**config.mk**
```make
export PLATFORM = sky130hd
export DESIGN_NAME = display_mode_scheduler
export DESIGN_NICKNAME = d
export VERILOG_FILES = /design/src/rtl/display_mode_scheduler.sv
export SDC_FILE = /design/constraint.sdc
export NUM_CORES = 1
export LEC_CHECK = 0
export BUFFER_PORTS_ARGS = -buffer_cell sky130_fd_sc_hd__buf_2
export CORE_UTILIZATION = 43
export DETAILED_ROUTE_END_ITERATION = 10
export SETUP_SLACK_MARGIN = 0.2
export SYNTH_ARGS = -nofsm -noshare
export SYNTH_HDL_FRONTEND = slang
export SYNTH_SLANG_ARGS = --single-unit
export TNS_END_PERCENT = 100
```
**constraint.sdc**
```tcl
create_clock -name CLK -period 3 [get_ports CLK]
set_clock_uncertainty 0.1 [all_clocks]
set_input_delay 0.3 -clock CLK [delete_from_list [all_inputs] [get_ports CLK]]
set_output_delay 0.3 -clock CLK [all_outputs]
set_load 0.02 [all_outputs]
```
**src/rtl/display_mode_scheduler.sv**
```systemverilog
// Display metric sequencer: rotates MODE across enabled metrics with a timed dwell,
// an optional dark gap between metrics, manual advance, hold, and skipping of disabled metrics.
module display_mode_scheduler #(
    parameter int unsigned DWELL_TICKS = 2000,
    parameter int unsigned BLANK_TICKS = 50
) (
    input  logic       CLK,
    input  logic       RESET,
    input  logic       tick,
    input  logic [3:0] mode_en,
    input  logic       next_req,
    input  logic       hold,
    output logic [1:0] MODE,
    output logic       blank,
    output logic       mode_strobe
);

    localparam int unsigned DW = (DWELL_TICKS > 1) ? $clog2(DWELL_TICKS) : 1;
    localparam int unsigned BW = (BLANK_TICKS > 1) ? $clog2(BLANK_TICKS) : 1;
    localparam logic [DW-1:0] DWELL_LAST = DW'(DWELL_TICKS - 1);
    localparam logic [BW-1:0] BLANK_LAST = BW'(BLANK_TICKS - 1);

    localparam logic [0:0] S_SHOW  = 1'b0;
    localparam logic [0:0] S_BLANK = 1'b1;

    logic [0:0]    state;
    logic [DW-1:0] dwellCnt;
    logic [BW-1:0] blankCnt;
    logic [1:0]    target;

    logic [1:0]    nextMode;
    logic [1:0]    cand;
    logic          found;
    logic          countTick;
    logic          advance;

    // First enabled metric after MODE in wrap-around order; MODE itself if none, 0 if all disabled.
    always_comb begin
        nextMode = MODE;
        cand     = '0;
        found    = 1'b0;
        for (int unsigned k = 1; k < 4; k++) begin
            cand = MODE + 2'(k);
            if (!found && mode_en[cand]) begin
                nextMode = cand;
                found    = 1'b1;
            end
        end
        if (mode_en == '0) begin
            nextMode = '0;
        end
    end

    always_comb begin
        countTick = tick && !hold;
        advance   = (countTick && (dwellCnt == DWELL_LAST))
                 || next_req
                 || ((mode_en != '0) && !mode_en[MODE]);
    end

    always_ff @(posedge CLK) begin
        if (!RESET) begin
            state       <= S_SHOW;
            MODE        <= '0;
            blank       <= 1'b0;
            mode_strobe <= 1'b0;
            dwellCnt    <= '0;
            blankCnt    <= '0;
            target      <= '0;
        end else begin
            mode_strobe <= 1'b0;
            case (state)
                S_SHOW: begin
                    if (advance) begin
                        // An advancing tick is consumed by the advance, never counted toward the new dwell.
                        dwellCnt <= '0;
                        if (nextMode != MODE) begin
                            if (BLANK_TICKS == 0) begin
                                MODE        <= nextMode;
                                mode_strobe <= 1'b1;
                            end else begin
                                target   <= nextMode;
                                blank    <= 1'b1;
                                blankCnt <= '0;
                                state    <= S_BLANK;
                            end
                        end
                    end else if (countTick) begin
                        dwellCnt <= dwellCnt + 1'b1;
                    end
                end
                S_BLANK: begin
                    if (tick) begin
                        if (blankCnt == BLANK_LAST) begin
                            MODE        <= target;
                            blank       <= 1'b0;
                            mode_strobe <= 1'b1;
                            dwellCnt    <= '0;
                            state       <= S_SHOW;
                        end else begin
                            blankCnt <= blankCnt + 1'b1;
                        end
                    end
                end
                default: begin
                    state <= S_SHOW;
                end
            endcase
        end
    end

endmodule
```
# Word-level counts from Yosys, hierarchy flattened
# Cells that the tools add are included.
# W data, S select, Z words.
# classes
n_addsub	5
magnitude_cmp	4
eq_ne	9
n_mux	35
n_bitwise	1
reduce_logical	19
# ops
cell	count
$mux W11	4
$mux W6	4
$pmux W11 S2	1
$mux W1	15
$lt A2 B3 Y1 const B	4
$pmux W6 S2	1
$reduce_and A3 Y1	4
$add A11 B1 Y11 const B	1
$eq A11 B11 Y1 const B	1
$bmux W1 S2	4
$mux W2	4
$ne A2 B2 Y1 const B	4
$reduce_and A4 Y1	2
$add A6 B1 Y6 const B	1
$eq A6 B6 Y1 const B	1
$logic_and A1 B1 Y1	5
$add A2 B2 Y2 const B	2
$logic_not A1 Y1	4
$logic_not A4 Y1	1
$pmux W1 S2	2
$reduce_bool A4 Y1	1
$ne A3 B3 Y1 const B	1
$add A2 B1 Y2 const B	1
$logic_or A1 B1 Y1	2
other kinds (3)	3
# word_totals
regBits	24
input_bits	9
output_inout_bits	4
wordCells	80

# Longest topological paths before layout
# Gate-level depths: netlist (run 1).
# depth
ltp_word	15
mapped_depth	9
depth_no_buf	8

# Least setup slack after synthesis (run 1)
# OpenSTA, ideal clock, no wires.
# synth_path
path_type	reg2reg
from	register dwellCnt[0]
to	register dwellCnt[9]
setup_ns	0.071
t_arrival_ns	2.036
required_time_ns	2.829
slack_ns	0.792
stages_incl_launch_ff	8
path_buffers	0
synth_period_minus_slack_ns	2.208
cell_sequence	dfxtp_1 -> ha_1 -> nand4b_1 -> o41ai_4 -> a21o_4 -> a21oi_4 -> or4_1 -> a21oi_1
# synth_between
elab_chain_cells	6
elab_cells_between_ends	10
classes_between	add/sub (1); eq/ne (2); mux (3); reduce/logical (4)
# synth_lines
item	line_no	rtl
start, declared	27	logic [DW-1:0] dwellCnt;
start signal, assigned	89	dwellCnt <= dwellCnt + 1'b1;
parallel branches: the longest is 6 deep, another holds $add A11 B1 Y11	-	
# Several ways; the timed one is not identified. The select of a mux whose other input is x is not followed.
# A chain may end at the register's enable or synchronous reset.

# Final worst setup path (run 1)
# layout_path
from	register dwellCnt[0]
to	register dwellCnt[10]
# The elaborated chain is that of the path after synthesis.

==> results of run 1 <==
[flip-flops by register name (all words and copies together), names as in the netlist]
name         cells
mode_strobe      1
blankCnt         6
target           2
blank            1
dwellCnt        11
state            1
MODE             2
[layout by cell type, fill, tap and decap left out, types with 2 or more instances in the layout]
cell type,instances
dfxtp_1,24
nor2_1,18
nand2_1,15
buf_2,12
a21oi_1,11
o21ai_0,10
nand3_1,10
nor3_1,8
inv_1,6
a211oi_1,4
a31oi_1,4
xnor2_1,4
or2_2,3
mux2i_1,3
ha_1,3
clkbuf_4,3
nor2b_1,2
nand3b_1,2
o221ai_2,2
nand4b_1,2
nand2b_1,2
and2_1,2
and3_1,2
o31ai_1,2
or4_1,2
o22ai_1,2
nand4_1,2
or3_2,2
[metrics by stage]
| stage | cell area, µm² | utilization [%] | std cells | setup WS, ps | total power [mW] |
|---|---|---|---|---|---|
| 3_5_place_dp | 1550 | 49.3 | 227 | 616 | 0.436 |
| 2_1_floorplan | 1470 | - | 178 | 792 | 0.413 |
| 6_report | 1590 | 50.4 | 231 | 573 | 0.598 |
| 3_3_place_gp | 1550 | 49.3 | 227 | 701 | 0.433 |
| 4_1_cts | 1590 | 50.4 | 231 | 579 | 0.606 |
| 5_1_grt | 1590 | 50.4 | 231 | 410 | 0.630 |
[critical path, cell delays in order, from the launching register on]
cell and delay [ps]:
dfxtp_1 450, ha_1 260, nand4b_1 190, o41ai_4 450
a21o_4 170, a21oi_4 80, or4_1 520, a21oi_1 150
[cells in the mapped netlist (all sizes together) (4+ instances only)]
| cell type | count | area (µm²) |
|---|---|---|
| o21ai | 11 | 58.8 |
| a21oi | 13 | 80.1 |
| a211oi | 4 | 30.0 |
| xnor2 | 4 | 35.0 |
| inv | 6 | 22.5 |
| nand2 | 15 | 56.3 |
| nand3 | 10 | 50.1 |
| or2 | 4 | 25.0 |
| a31oi | 4 | 25.0 |
| nor3 | 8 | 40.0 |
| dfxtp | 24 | 480 |
| nor2 | 18 | 67.6 |
| clkbuf | 4 | 18.8 |
[power by group]
part / internal [mW] / switching [mW] / total (mW) / leakage (nW)
combinational: 0.0341 / 0.0589 / 0.0931 / 0.366
sequential: 0.326 / 0.0102 / 0.336 / 0.195
clock: 0.0741 / 0.0944 / 0.169 / 0.0210
total: 0.434 / 0.163 / 0.598 / 0.581
[path summary, 6_finish.rpt]
kind,startpoint,end,slack (ps)
worst max-delay path,dwellCnt[0]$_SDFFE_PN0P_,dwellCnt[10]$_SDFFE_PN0P_,570
worst min register to register,target[1]$_SDFFE_PN0P_,target[1]$_SDFFE_PN0P_,370
worst min-delay path,RESET,blankCnt[4]$_SDFFE_PN0P_,170
worst max register to register,dwellCnt[0]$_SDFFE_PN0P_,dwellCnt[10]$_SDFFE_PN0P_,570
[final cells by class]
| class | count | area, µm² |
|---|---|---|
| fill | 352 | 1560 |
| multi-input combinational | 141 | 936 |
| sequential | 24 | 480 |
| timing repair buffer | 12 | 60.1 |
| tap | 44 | 55.1 |
| clock buffer | 4 | 36.3 |
| inverter | 6 | 22.5 |
[kinds of logic (layout without fill, tap and decap cells)]
family | after synthesis | count (layout)
simple gates | 83 | 83
compound gates | 47 | 47
flops | 24 | 24
buf+inv | 13 | 22
xor+xnor | 5 | 5
fa+ha+maj | 3 | 3
mux | 3 | 3
[metal layers]
layer	vias up	part of all wire [%]	wire (µm)	GRT usage [%]
li1	665	-	-	-
met1	587	52	1600	27.7
met2	28	43	1330	30.5
met3	4	3.2	98	1.92
met4	0	0.98	30	5.84
met5	-	0	0	0
==> metrics.md, run 1 <==
| Metric | Value |
|---|---|
| CTS Buffer Depth | 2 |
| DR vias/cell | 5.56 |
| Synth Register Bits | 24 |
| Final ANT Viol Nets | 0 |
| Cts hold-fix bufs | 0 |
| Synth Net Count | 190 |
| CP Launch Type | flop |
| FMAX | roughly 400 MHz |
| First-pass GRT wire length | roughly 5400 µm |
| Clk slew on worst S/H paths | between 100 and 150 ps |
| Max_cap viols | 0 |
| Post-CTS sizing | 0 |
| Adder-Cell Fraction of Synth Area | under 10% |
| RSZ-0062 raised after global routing | no |
| Worst hold path depth | 3 |
| Fin. Hold Viols | 0 |
| Worst Max-Slew Pin Slew | 497 ps |
| Post-synth EDFFs | 0 |
| Pwr per Cell Area | around 380 nW/µm² |
| Area delta synth->final | 7.99% |
| Synth cell types | 53 |
| GPL Wtd Cong | roughly 0.87 |
| Largest net degree at the start of global routing | 17 |
| # port buffers | 12 |
| CTS tree | built |
| Starting Density | 46.7% |
| Post-CTS setup buffer count | 0 |
| Layout cell share with drive strength beyond 1 | ~18% |
| Fin. max-slew vios | 0 |
| Syn Inst Count | 178 |
| Clock Latency Late Sink | 310 ps |
| DPL Wire Length | 2320 µm |
| Slew margin rel. | 66.8% |
| Min Hold Slack | 168 ps |
| Sum Neg Setup Slack | 0 ps |
| Mapped cell area | 1470 µm² |
| Status | finished clean |
| Ant. Diodes | 0 |
| Root buf cell | clkbuf_4 |
| Initial antenna violation count | 0 |
| Via count of the first global-routing pass | 1,179 |
| Total Wirelength | 3060 µm |
| CP Max Fanout | 9 |
| Yosys Warn Count | 0 |
| Drt wl/cell | 13.2 µm |
| Hold Crit Class | in2reg |
| Synth Area in Compound Gates | 24.7% |
| DIE AREA | 3660 µm² |
| Clock sinks | 24 |
| Crit Path Category | reg2reg |
| Final worst-path cycle share | 80.9% |
| Largest family of logic cells by synthesized area | simple AND/OR/NAND/NOR gates |
| Fin crit period | 2430 ps |
| First drt pass iteration count | 4 |
| Maximum VDD drop | approximately 0.18 mV |
| Height of the die | roughly 61 µm |
| Critical Path AT | 2580 ps |
| Sequential element share of the synthesized area | 32.6% |
| Lkg Pwr | a little under 0.6 nW |
| Critical path endpoint category | flop |
| Num CTS Buffers | 3 |
| Post-synthesis mux area share | under 10% |
| Synth Area in Simple Gates | 31.3% |
| Core Rows | 20 |
| Clock H-tree levels | 1 |
| Async set-reset flop share out of synthesis | 0% |
| DRT iter0 DRCs | ~120 |
| Post-route DRC violation count | 0 |
| Top Ports | 13 |
| CORE AREA | roughly 3200 µm² |
| GRT Total Usage | 19.3% |
| Via count | 1,284 |
| Die width | 60.5 µm |
| R2r worst-path depth | 7 |
| Req. time, crit path | 3150 ps |
| Synth Flop Type | dfxtp_1 |
| Nets@finish | 200 |
| Mean Syn Cell Area | 8.27 µm² |
| Setup violators final | 0 |
| Overflow left after global routing | 0 |
| XOR/XNOR share of the synthesized area | 2.97% |
(Power assumes the default switching activity.)
==> run 2: changes to the inputs <==
- clock period: 3 -> 1.98 ns (I/O delays scaled with it)
==> run 2 against run 1 <==
  * The flow now finishes with violations (negative setup slack)
  * Clock power grew 60%
  * Die area unchanged
  * Sequential share of layout area down 6.1 points
  * Final area increased by 30%
  * Maximum frequency grew 21%
  * Wire length increased by 27%
  * First-iteration DRC count fell by 12%
  * Clock-buffer cell count is the same
  * Largest cell class unchanged
  * Highest routed layer unchanged
==> metrics.md, run 2 (synthesis gave the netlist of run 1 again) <==
| Metric | Value |
|---|---|
| Status | finished with violations |
| Failing checks | negative setup slack |
| CTS tree | built |
| Largest net degree at the start of global routing | 14 (-3) |
| Total Wirelength | 3870 µm (+27%) |
| DPL Wire Length | 2540 µm (+9.4%) |
| Lkg Pwr | 0.792 nW (+36%) |
| CORE AREA | 3150 µm² (unchanged) |
| Fin crit period | 2010 ps (-418 ps) |
| Layout Utilization | 65.4% (+15 points) |
| Num CTS Buffers | 3 (unchanged) |
| Final ANT Viol Nets | 0 (unchanged) |
| Root buf cell | clkbuf_4 |
| GRT Total Usage | 22.4% (+3.2 points) |
| Placed Cells | 244 (+7.5%) |
| Worst hold path depth | 3 (unchanged) |
| Min Hold Slack | 97.2 ps (-70.7 ps) |
| Crit Path Category | reg2reg |
| Regs by FF count | dwellCnt (11), blankCnt (6) |
| Fin. Hold Viols | 0 (unchanged) |
| Placed cell areas | 1770 µm² (+14%) |
| P_int | 0.716 mW (+65%) |
| Switching power total | 0.302 mW (+85%) |
| CTS Buffer Depth | 2 (unchanged) |
| Number of fillers in the final layout | 261 (-26%) |
| Top Ports | 13 (unchanged) |
| Max reg flops | 11 (unchanged) |
| Clock Latency Late Sink | 320 ps (about the same) |
| Comb pwr share | 24.3% (+8.7 points) |
| Commonest cells after routing, fill and taps aside | buf_4, dfxtp_1, nand2_1, nor2_1, buf_2 |
| Register with the most flip-flops | dwellCnt |
| DRT iter0 DRCs | 105 (-12%) |
| First drt pass iteration count | 4 (unchanged) |
| RSZ-0062 raised after global routing | yes |
| DR vias/cell | 5.47 (-1.5%) |
| CP Max Fanout | 8 (-1) |
| Height of the die | 60.5 µm (unchanged) |
| Die width | 60.5 µm (unchanged) |
| DIE AREA | 3660 µm² (unchanged) |
| Commonest non-fill, non-tap cell in the layout | buf_4 |
| Maximum VDD drop | 0.268 mV (+45%) |
| Ant. Diodes | 0 (unchanged) |
| R2r worst-path depth | 6 (-1) |
| # port buffers | 12 (unchanged) |
| CP Launch Type | flop |
| Overflow left after global routing | 0 (unchanged) |
| Nets@finish | 233 (+17%) |
| Fin. max-slew vios | 0 (unchanged) |
| Hold Crit Class | in2reg |
| Worst Max-Slew Pin Slew | 433 ps (-64.6 ps) |
| Area delta synth->final | 39.9% |
| Layout Cells excl Fill | 264 (+14%) |
| Critical Path AT | 2180 ps (-400 ps) |
| Setup violators final | 3 (+3) |
| Sequential Power Share | 49.2% (-7.0 points) |
| GPL Wtd Cong | 0.767 (-12%) |
| Layout cell share with drive strength beyond 1 | 45.9% (+28 points) |
| Drt wl/cell | 14.6 µm (+11%) |
| Clk slew on worst S/H paths | 140 ps (about the same) |
| Final worst-path cycle share | 101% (+21 points) |
| Max_cap viols | 0 (unchanged) |
| Final standard cell area without fillers | 2060 µm² (+30%) |
| Via count of the first global-routing pass | 1,361 (+15%) |
| First-pass GRT wire length | 6150 µm (+15%) |
| Sum Neg Setup Slack | -74.0 ps (-74.0 ps) |
| Sw frac | 29.7% (+2.3 points) |
| Clock H-tree levels | 1 (unchanged) |
| Req. time, crit path | 2150 ps (-1000 ps) |
| Post-route DRC violation count | 0 (unchanged) |
| Clock sinks | 24 (unchanged) |
| Clk pwr share | 26.5% (-1.7 points) |
| Critical path endpoint category | flop |
| Cts hold-fix bufs | 0 (unchanged) |
| FMAX | 498 MHz (+21%) |
| Starting Density | 46.7% (unchanged) |
| Initial antenna violation count | 0 (unchanged) |
| Core Rows | 20 (unchanged) |
| Setup ws final | -28.9 ps (-602 ps) |
| Pwr per Cell Area | 494 nW/µm² (+32%) |
| Via count | 1,445 (+13%) |
| Slew margin rel. | 71.1% (+4.3 points) |
## run 2: changes by cell type in the layout (fill, tap and decap cells not counted), moves of 4 or more
cell | previous run | this run
nor2_2 | 0 | 5
nor2_1 | 18 | 13
buf_4 | 0 | 28
dfxtp_2 | 0 | 4
dfxtp_1 | 24 | 17
buf_6 | 0 | 4
## run 2: routing by layer
layer	part of all wire (%)	vias to the layer above	track usage, %
met5	0	-	0
met4	1.3	0	10.7
met3	2.5	4	2.77
met2	47	22	35.0
met1	49	685	30.8
li1	-	734	-
## run 2: layout make-up
type / count / area, µm² / share of cell area [%]
inverter: 6 / 22.5 / 1.09
sequential: 24 / 497 / 24.1
tap: 44 / 55.1 / 2.67
timing repair buffer: 44 / 315 / 15.3
multi-input combinational: 142 / 1130 / 55.1
clock buffer: 4 / 36.3 / 1.76
## run 2: worst max-delay path: stages, from the launching register on
cell and delay [ps]:
dfxtp_2 350, nand4b_1 260, o41ai_4 460, a21o_4 160, a21oi_4 80, or4_1 410
a21oi_1 130
## run 2: repair_timing
| item | in CTS | in global routing |
|---|---|---|
| pin swaps | 7 | 13 |
| cloned | 1 | 0 |
| setup buffers | 9 | 6 |
| resized for setup | 13 | 21 |
| endpoints found under the setup margin | 18 | 23 |
## run 2: through the flow
step / setup WS, ps / power (mW)
floorplan: 108 / 0.635
global placement: 7.47 / 0.685
detailed placement: -36.3 / 0.689
CTS: -23.6 / 0.977
global route: -123 / 1.06
finish: -28.9 / 1.02
## run 2: power groups by stage
stage	clock, mW	sequential, mW	combinational [mW]
after global placement	0	0.514	0.171
after global routing	0.289	0.504	0.268
after detailed placement	0	0.514	0.175
after floorplan	0	0.514	0.121
final	0.270	0.502	0.247
after CTS	0.272	0.501	0.204
## run 2: final timing paths
check,from,endpoint,slack [ps]
worst max register to register,dwellCnt[4]$_SDFFE_PN0P_,dwellCnt[9]$_SDFFE_PN0P_,-30
worst min register to register,target[1]$_SDFFE_PN0P_,target[1]$_SDFFE_PN0P_,370
worst min-delay path,RESET,blankCnt[5]$_SDFFE_PN0P_,100
worst max-delay path,dwellCnt[4]$_SDFFE_PN0P_,dwellCnt[9]$_SDFFE_PN0P_,-30
==> run 3: changes to the inputs <==
- SKIP_LAST_GASP: not set -> 1
==> run 3 against run 2 <==
  * Clock-buffer cell count unchanged
  * The run still ends with negative setup slack left
  * Sequential power barely moved
  * Clock power about the same
  * Highest routed layer unchanged
  * Non-clock buffer count unchanged
  * Maximum frequency about the same
==> metrics.md, run 3 (synthesis gave the netlist of run 1 again) <==
| Metric | Value |
|---|---|
| Status | finished with violations |
| Failing checks | negative setup slack |
| Fin crit period | 2010 ps (-0.293 ps) |
| Overflow left after global routing | 0 (unchanged) |
| Comb pwr share | 24.3% (about the same) |
| Req. time, crit path | 2150 ps (about the same) |
| First-pass GRT wire length | 6150 µm (unchanged) |
| Fin. Hold Viols | 0 (unchanged) |
| Critical path endpoint category | flop |
| Regs by FF count | dwellCnt (11), blankCnt (6) |
| Final ANT Viol Nets | 0 (unchanged) |
| Crit Path Category | reg2reg |
| Worst hold path depth | 3 (unchanged) |
| Worst hold path endpoint | blankCnt[5]$_SDFFE_PN0P_ |
| Area delta synth->final | 39.8% |
| Hold_sp | RESET |
| CP Max Fanout | 8 (unchanged) |
| # port buffers | 12 (unchanged) |
| Clk pwr share | 26.3% (-0.2 points) |
| Placed cell areas | 1770 µm² (unchanged) |
| Pwr per Cell Area | 494 nW/µm² (about the same) |
| CTS Buffer Depth | 2 (unchanged) |
| Layout Cells excl Fill | 264 (unchanged) |
| Commonest non-fill, non-tap cell in the layout | buf_4 |
| Fin. max-slew vios | 0 (unchanged) |
| GRT met3 Usage | 2.77% (unchanged) |
| Clock sinks | 24 (unchanged) |
| Slowest stage delay, CP | 460 ps (about the same) |
| Final standard cell area without fillers | 2060 µm² (-0.12%) |
| Nets@finish | 233 (unchanged) |
| Hold Crit Class | in2reg |
| Commonest cells after routing, fill and taps aside | buf_4, dfxtp_1, nor2_1, nand2_1, buf_2 |
| P_int | 0.716 mW (about the same) |
| Starting Density | 46.7% (unchanged) |
| Maximum VDD drop | 0.266 mV (-0.71%) |
| Worst Max-Slew Pin Slew | 435 ps (+1.91 ps) |
| Via count | 1,444 (-0.069%) |
| RSZ-0062 raised after global routing | yes |
| DRT iter0 DRCs | 105 (unchanged) |
| Register with the most flip-flops | dwellCnt |
| Final worst-path cycle share | 101% (about the same) |
| Total power | 1.02 mW (-0.11%) |
| GRT Total Usage | 22.4% (unchanged) |
| Die width | 60.5 µm (unchanged) |
| Slew margin rel. | 71.0% (-0.13 points) |
| Worst reg2reg startpoint | dwellCnt[4]$_SDFFE_PN0P_ |
| Met1 Usage GRT | 30.8% (unchanged) |
| Setup violators final | 3 (unchanged) |
| Met2 usage | 35.0% (unchanged) |
| DIE AREA | 3660 µm² (unchanged) |
| Reg2reg end | dwellCnt[9]$_SDFFE_PN0P_ |
| Layout cell share with drive strength beyond 1 | 45.5% (-0.45 points) |
| Post-route DRC violation count | 0 (unchanged) |
| Total Wirelength | 3880 µm (+0.47%) |
| Sw frac | 29.6% (-0.067 points) |
| First drt pass iteration count | 4 (unchanged) |
| DR vias/cell | 5.47 (about the same) |
| Max_cap viols | 0 (unchanged) |
| R2r worst-path depth | 6 (unchanged) |
| Drt wl/cell | 14.7 µm (+0.47%) |
| CP Launch Type | flop |
| Lkg Pwr | 0.792 nW (about the same) |
| Core Rows | 20 (unchanged) |
| Slowest-stage cell, CP | o41ai_4 |
| CTS tree | built |
| Sequential Power Share | 49.3% (about the same) |
| Setup ws final | -28.6 ps (+0.293 ps) |
| Cts hold-fix bufs | 0 (unchanged) |
| R2R Setup Slk | -30 ps (about the same) |
| Clock H-tree levels | 1 (unchanged) |
| Largest net degree at the start of global routing | 14 (unchanged) |
| Clk slew on worst S/H paths | 140 ps (about the same) |
| Root buf cell | clkbuf_4 |
| Pre-CTS WS | -36.3 ps (unchanged) |
| Critical Path AT | 2170 ps (about the same) |
| DPL Wire Length | 2540 µm (unchanged) |
| Via count of the first global-routing pass | 1,361 (unchanged) |
| Initial antenna violation count | 0 (unchanged) |
| Placed Cells | 244 (unchanged) |
| CORE AREA | 3150 µm² (unchanged) |
| Switching power total | 0.301 mW (-0.33%) |
| Max reg flops | 11 (unchanged) |
| Grt peak-use layer | met2 |
| Critical Path, Cell by Cell | nand4b_1, o41ai_4, a21o_4, a21oi_4, or4_1, a21oi_1 |
| GPL Wtd Cong | 0.767 (unchanged) |
| Top Ports | 13 (unchanged) |
| Height of the die | 60.5 µm (unchanged) |
| FMAX | 498 MHz (about the same) |
| Num CTS Buffers | 3 (unchanged) |
| Ant. Diodes | 0 (unchanged) |
| Clock Latency Late Sink | 320 ps (about the same) |
-- run 3: stage by stage --
step / TNS (ps) / hold slack, ps / utilization, %
2_1_floorplan: 0 / 220 / -
6_report: -73.1 / 98.4 / 65.3
4_1_cts: -43.2 / 90.5 / 61.2
3_5_place_dp: -88.0 / 354 / 56.1
3_3_place_gp: 0 / 349 / 56.1
5_1_grt: -470 / 105 / 65.3
-- run 3: timing repair --
action                                  in CTS  in global routing
gates resized for setup                     13                 20
pin swaps                                    7                 12
gates cloned                                 1                  0
setup buffers                                9                  6
endpoints found under the setup margin      18                 23
-- run 3: how the worst max path moves through the flow --
stage                                         from                         to  slack, ps  cells past startpoint
after floorplan           dwellCnt[4]$_SDFFE_PN0P_   dwellCnt[9]$_SDFFE_PN0P_        110                      6
after global placement    dwellCnt[1]$_SDFFE_PN0P_   dwellCnt[9]$_SDFFE_PN0P_          7                      7
after detailed placement  dwellCnt[1]$_SDFFE_PN0P_   dwellCnt[9]$_SDFFE_PN0P_        -40                      7
after CTS                 dwellCnt[1]$_SDFFE_PN0P_   dwellCnt[9]$_SDFFE_PN0P_        -20                      7
after global routing      dwellCnt[4]$_SDFFE_PN0P_  dwellCnt[10]$_SDFFE_PN0P_       -120                      6
final                     dwellCnt[4]$_SDFFE_PN0P_   dwellCnt[9]$_SDFFE_PN0P_        -30                      6
-- run 3: routing by layer --
layer / routed length (µm) / vias up
met1: 1900 / 681
li1: - / 733
met5: 0 / -
met4: 51 / 0
met2: 1820 / 26
met3: 113 / 4
-- run 3: worst max-delay path: cells and delay by family (launching register included) --
kind | cells | cell delay, ps
compound gates | 4 | 830
flops | 1 | 350
simple gates | 2 | 670
-- run 3: power by group through the flow --
stage / Combinational (mW) / Sequential [mW] / Clock, mW
2_1_floorplan: 0.121 / 0.514 / 0
4_1_cts: 0.204 / 0.501 / 0.272
3_5_place_dp: 0.175 / 0.514 / 0
5_1_grt: 0.268 / 0.504 / 0.289
3_3_place_gp: 0.171 / 0.514 / 0
6_report: 0.248 / 0.502 / 0.268
-- run 3: layout make-up --
type	instances	area, µm²
multi-input combinational	142	1130
fill	262	1090
sequential	24	497
timing repair buffer	44	315
tap	44	55.1
clock buffer	4	36.3
inverter	6	22.5
